**src/rtl/fdiv_pkg.sv**
```systemverilog
// Shared types and IEEE-754 helpers for the
// divider scheduler slice.
package fdiv_pkg;

  typedef enum logic [1:0] {
    ST_IDLE  = 2'd0,
    ST_ISSUE = 2'd1,
    ST_WAIT  = 2'd2,
    ST_RESP  = 2'd3
  } state_t;

  typedef struct packed {
    logic [31:0] result;
    logic        err;
  } rsp_t;

  localparam logic [31:0] FP_QNAN = 32'h7FC00000;
  localparam logic [7:0]  FP_EXP_ALL1 = 8'hFF;

  function automatic logic fp_is_zero(
    input logic [31:0] x
  );
    return x[30:0] == 31'd0;
  endfunction

  // 0/0 is NaN, x/0 is signed infinity
  function automatic rsp_t fp_div0(
    input logic [31:0] a,
    input logic [31:0] b
  );
    rsp_t r;
    r.err = 1'b1;
    if (fp_is_zero(a))
      r.result = FP_QNAN;
    else
      r.result = {a[31] ^ b[31],
                  FP_EXP_ALL1, 23'd0};
    return r;
  endfunction

endpackage

```
**src/rtl/fdiv_scheduler_rr_arbiter.sv**
```systemverilog
// Round-robin arbiter: combinational grant from
// the request vector, pointer advances on enable.
module rr_arbiter #(
  parameter int N_REQ = 4,
  parameter int ID_W  = 2
) (
  input  logic             clk,
  input  logic             rst_n,
  input  logic [N_REQ-1:0] req,
  input  logic             en,
  output logic [N_REQ-1:0] grant,
  output logic [ID_W-1:0]  grant_id,
  output logic             any
);

  logic [ID_W-1:0] ptr;

  function automatic int wrap(input int x);
    return (x >= N_REQ) ? x - N_REQ : x;
  endfunction

  always_comb begin
    grant    = '0;
    grant_id = '0;
    any      = 1'b0;
    for (int k = 0; k < N_REQ; k++) begin
      if (!any && req[wrap(int'(ptr) + k)]) begin
        any      = 1'b1;
        grant_id = ID_W'(wrap(int'(ptr) + k));
      end
    end
    if (any)
      grant[grant_id] = 1'b1;
  end

  always_ff @(posedge clk or negedge rst_n) begin
    if (!rst_n)
      ptr <= '0;
    else if (en && any)
      ptr <= ID_W'(wrap(int'(grant_id) + 1));
  end

endmodule

```
**src/rtl/fdiv_scheduler.sv**
```systemverilog
// Shares one iterative float divider among N_REQ
// requesters with round-robin arbitration.
module fdiv_scheduler
  import fdiv_pkg::*;
#(
  parameter int N_REQ   = 4,
  parameter int ID_W    = 2,
  parameter int TIMEOUT = 64
) (
  input  logic                clk,
  input  logic                rst_n,
  input  logic [N_REQ-1:0]    req_valid,
  output logic [N_REQ-1:0]    req_ready,
  input  logic [N_REQ*32-1:0] req_a,
  input  logic [N_REQ*32-1:0] req_b,
  output logic                rsp_valid,
  input  logic                rsp_ready,
  output logic [ID_W-1:0]     rsp_id,
  output logic [31:0]         rsp_result,
  output logic                rsp_err,
  output logic                div_start,
  output logic [31:0]         div_a,
  output logic [31:0]         div_b,
  input  logic [31:0]         div_result,
  input  logic                div_done,
  output logic                busy
);

  localparam int CNT_W = $clog2(TIMEOUT + 1);

  state_t state, state_nx;

  logic [N_REQ-1:0] grant;
  logic [ID_W-1:0]  gid;
  logic             any;
  logic             accept;
  logic [31:0]      win_a;
  logic [31:0]      win_b;
  logic             win_b0;
  rsp_t             z_rsp;

  logic [31:0]      a_q;
  logic [31:0]      b_q;
  logic [ID_W-1:0]  id_q;
  logic [31:0]      res_q;
  logic             err_q;
  logic [CNT_W-1:0] cnt;
  logic             wd_hit;

  assign accept = (state == ST_IDLE) && any;

  rr_arbiter #(
    .N_REQ (N_REQ),
    .ID_W  (ID_W)
  ) u_arb (
    .clk      (clk),
    .rst_n    (rst_n),
    .req      (req_valid),
    .en       (accept),
    .grant    (grant),
    .grant_id (gid),
    .any      (any)
  );

  assign win_a  = req_a[32*gid +: 32];
  assign win_b  = req_b[32*gid +: 32];
  assign win_b0 = fp_is_zero(win_b);
  assign z_rsp  = fp_div0(win_a, win_b);
  assign wd_hit = cnt == CNT_W'(TIMEOUT - 1);

  assign req_ready  = (state == ST_IDLE) ? grant : '0;
  assign busy       = state != ST_IDLE;
  assign div_start  = state == ST_ISSUE;
  assign rsp_valid  = state == ST_RESP;
  assign div_a      = a_q;
  assign div_b      = b_q;
  assign rsp_id     = id_q;
  assign rsp_result = res_q;
  assign rsp_err    = err_q;

  always_comb begin
    state_nx = state;
    unique case (state)
      ST_IDLE: begin
        if (any)
          state_nx = win_b0 ? ST_RESP : ST_ISSUE;
      end
      ST_ISSUE: state_nx = ST_WAIT;
      ST_WAIT: begin
        if (div_done || wd_hit)
          state_nx = ST_RESP;
      end
      ST_RESP: begin
        if (rsp_ready)
          state_nx = ST_IDLE;
      end
    endcase
  end

  always_ff @(posedge clk or negedge rst_n) begin
    if (!rst_n)
      state <= ST_IDLE;
    else
      state <= state_nx;
  end

  always_ff @(posedge clk or negedge rst_n) begin
    if (!rst_n) begin
      a_q   <= '0;
      b_q   <= '0;
      id_q  <= '0;
      res_q <= '0;
      err_q <= 1'b0;
      cnt   <= '0;
    end else begin
      if (accept) begin
        a_q  <= win_a;
        b_q  <= win_b;
        id_q <= gid;
        if (win_b0) begin
          res_q <= z_rsp.result;
          err_q <= z_rsp.err;
        end
      end
      if (state == ST_ISSUE)
        cnt <= '0;
      if (state == ST_WAIT) begin
        cnt <= cnt + 1'b1;
        // a real completion wins over a same-cycle timeout
        if (div_done) begin
          res_q <= div_result;
          err_q <= 1'b0;
        end else if (wd_hit) begin
          res_q <= FP_QNAN;
          err_q <= 1'b1;
        end
      end
    end
  end

endmodule

```
**config.mk**
```make
export PLATFORM = sky130hd
export DESIGN_NAME = fdiv_scheduler
export DESIGN_NICKNAME = d
export VERILOG_FILES = /design/src/rtl/fdiv_pkg.sv /design/src/rtl/fdiv_scheduler_rr_arbiter.sv /design/src/rtl/fdiv_scheduler.sv
export SDC_FILE = /design/constraint.sdc
export NUM_CORES = 1
export LEC_CHECK = 0
export CORE_AREA = 2 2 158 160
export CTS_CLUSTER_SIZE = 20
export DETAILED_ROUTE_END_ITERATION = 16
export DIE_AREA = 0 0 160 162
export PLACE_DENSITY_LB_ADDON = 0.08
export SETUP_SLACK_MARGIN = 0.15
export SYNTH_ARGS = -nofsm -noshare
export SYNTH_HDL_FRONTEND = slang
export SYNTH_SLANG_ARGS = --single-unit
```
**constraint.sdc**
```tcl
create_clock -name clk -period 2.62 [get_ports clk]
set_input_delay 0.524 -clock clk [delete_from_list [all_inputs] [get_ports clk]]
set_output_delay 0.524 -clock clk [all_outputs]
set_load 0.02 [all_outputs]
```
==> impl_results.md <==
- Startpoint types: flop
- Vias per inst: 5.40
- Site Rows: 57
- Initial DRC count: 713
- Crit path max fanout: 10
- Final Worst Setup Slack: -576 ps
- Cell variety after synth: 48
- Core box area: 24100 µm²
- Area growth, synth to finish: 98.9%
- H-tree depth: 3
- IO buf count: 401
- Final period util: 122%
- Final hold vios: 0
- RSZ-0062 raised after global routing: true
- Worst Setup Path Type: flop to flop
- Max cap viols: 0
- Flop-to-flop setup slack: -580 ps
- Syn Area/Cell: 7.97 µm²
- Pin count of the biggest net entering global routing: 68
- Fraction of registers with async set/reset: 100%
- Initial cell density of the core: 29.1%
- Failing checks: negative setup slack
- Clock tree sinks: 110
- First-pass GRT wire length: 55400 µm
- Least-Margin Pin Slew: 498 ps
- Bufs on Longest Clock Path: 2
- Initial antenna violation count: 6
- Inserted Clock Buffers: 9
- Tot Pwr: 14900 µW
- Die W: 160 µm
- GR Overflow Total: 0
- Arrival @ worst endpoint: 3440 ps
- Tightest Hold Check Type: input port to async pin
- Vias in the first global route: 9330
- Sequential share of the synthesized area: 39.2%
- Total GRT Usage: 27.6%
- First-pass iteration count of the detailed router: 9
- Status: finished with violations
- #FFs+latches synth: 110
- Worst Skew: 13.4 ps
- Fin crit period: 3200 ps
- Setup TNS: -17650 ps
- DR vias: 9229
- Drt total wl: 37400 µm
- CTS clk-pin slew, worst paths: 80 ps
- P per Cell Area: 1060 nW/µm²
- Die area: 25900 µm²
- Placed cell area: 12300 µm²
- Primary FF master, synth: dfrtp_1
- Setup violators final: 38
- Max Slew Vio Count: 0
- Worst path required time: 2860 ps
- Fillcell total: 2184
- DRC Markers: 0
- Crit path capture type: flop
- DR WL/cell: 21.9 µm
- Hpwl dp: 27800 µm
- GPL Wtd Cong: 0.975
- Root buffer selected by CTS: clkbuf_16
- TritonCTS clock tree: built
- Finished Cell Area: 14000 µm²
- Worst-Skew Late Latency: 360 ps
- Ys Warns: 0
- Synth Cell Area: 7020 µm²
- Relative slew slack: 66.8%
- P_leak: 0.00570 µW
- Post-synth EDFFs: 0
- Syn_nets: 1186
- Layout Nets: 1680
- Chip height: 162 µm
- Layout cells sized above 1: 24.3%
- IR drop worst, VDD: 417 µV
- Mapped Cells: 881
- Fmax achieved: 313 MHz
- Ports: 402
- ANT nets after route: 0
==> critical path, cell delays in order, from the launching register on <==
cell,delay (ps)
dfrtp_2,470
buf_4,160
mux2i_4,260
a2bb2oi_4,180
buf_12,180
a311oi_4,280
a32oi_2,140
nor4_2,410
and4_4,320
nand3_4,80
and2_4,220
buf_12,150
a22o_1,210
==> worst paths after layout <==
kind                                   start            end  cells past startpoint
worst max-delay path            u_arb.ptr[0]  rsp_result[8]                     12
worst min-delay path                   rst_n       div_a[9]                      1
worst max register to register  u_arb.ptr[0]  rsp_result[8]                     12
worst min register to register     div_a[23]      div_a[23]                      2
max in group asynchronous              rst_n      div_a[31]                      2
min in group clk                   div_a[23]      div_a[23]                      2
==> flip-flops by register name (all words and copies together), names as in the netlist <==
| register | cells |
|---|---|
| cnt | 7 |
| div_a | 32 |
| div_b | 32 |
| rsp_err | 1 |
| rsp_id | 2 |
| rsp_result | 32 |
| state | 2 |
| u_arb.ptr | 2 |
==> cells by family after synthesis <==
logic type	count (synthesis)	share of synthesized area, %
simple gates	346	21.5
compound gates	298	29.3
buf+inv	113	7.70
flops	110	39.2
fa+ha+maj	9	1.60
mux	3	0.446
xor+xnor	2	0.250
==> stage by stage <==
step	utilization (%)	setup slack [ps]	hold WS [ps]	instances
finish	57.9	-576	99.0	1709
global route	57.9	-726	127	1709
CTS	56.3	-417	116	1695
detailed placement	51.2	-1090	461	1642
global placement	51.2	-1110	457	1642
floorplan	-	-102	228	881
==> per-layer routing <==
| layer | vias up | global-route usage, % | part of all wire, % |
|---|---|---|---|
| li1 | 4243 | - | - |
| met1 | 4375 | 33.7 | 40 |
| met2 | 509 | 46.6 | 48 |
| met3 | 102 | 5.72 | 7.0 |
| met4 | 0 | 13.5 | 4.7 |
| met5 | - | 0 | 0 |
==> what timing repair did <==
action / 4_1_cts / 5_1_grt
endpoints found under the setup margin: 38 / 42
pin swaps: 29 / 30
hold endpoints to repair: 0 / 0
cloned: 8 / 4
hold buffers: 0 / 0
setup buffers: 29 / 5
resized for setup: 144 / 51
==> cells in the mapped netlist (all sizes together), types with 14 or more instances <==
cell	instances	share of area, %
a32oi	55	6.9
inv	18	0.96
clkbuf	64	3.4
a311oi	54	6.7
buf	31	3.3
nor2	18	1.1
a21oi	29	2.1
nand3	67	4.8
dfrtp	110	39
a22o	22	2.7
o21ai	119	8.5
nor4	14	1.2
nand2	223	12
==> layout make-up <==
class	instances	area (µm²)	share of cell area (%)
multi-input cells	661	4590	32.9
repair buffers	575	5830	41.7
inverters	18	75.1	0.537
diodes	5	12.5	0.0896
clock buffers	9	225	1.61
flip-flops and latches	110	2750	19.7
well taps	324	405	2.90
clock inverters	7	75.1	0.537
==> power by group <==
part | total, µW | leakage, µW | switching [µW] | internal, µW
combinational | 10500 | 0.00420 | 5420 | 5060
sequential | 2980 | 0.00135 | 478 | 2500
clock | 1400 | 0.000148 | 721 | 679
total | 14900 | 0.00570 | 6620 | 8230
==> placed cells by master (no fill, tap or decap), types with 5 or more instances in the layout <==
master / instances
a32oi_1: 24
nand3_1: 62
a22oi_2: 5
buf_12: 23
nor4_2: 11
nor2_1: 14
buf_6: 15
clkbuf_16: 12
nand2_1: 220
clkdlybuf4s50_1: 392
inv_1: 16
a21oi_1: 11
o21ai_0: 98
a21oi_2: 16
ha_1: 6
buf_4: 131
a32oi_2: 31
o21ai_1: 16
a22o_1: 22
a311oi_1: 25
buf_16: 6
diode_2: 5
o21ai_2: 5
a311oi_2: 27
dfrtp_1: 109
(Power assumes the default switching activity.)
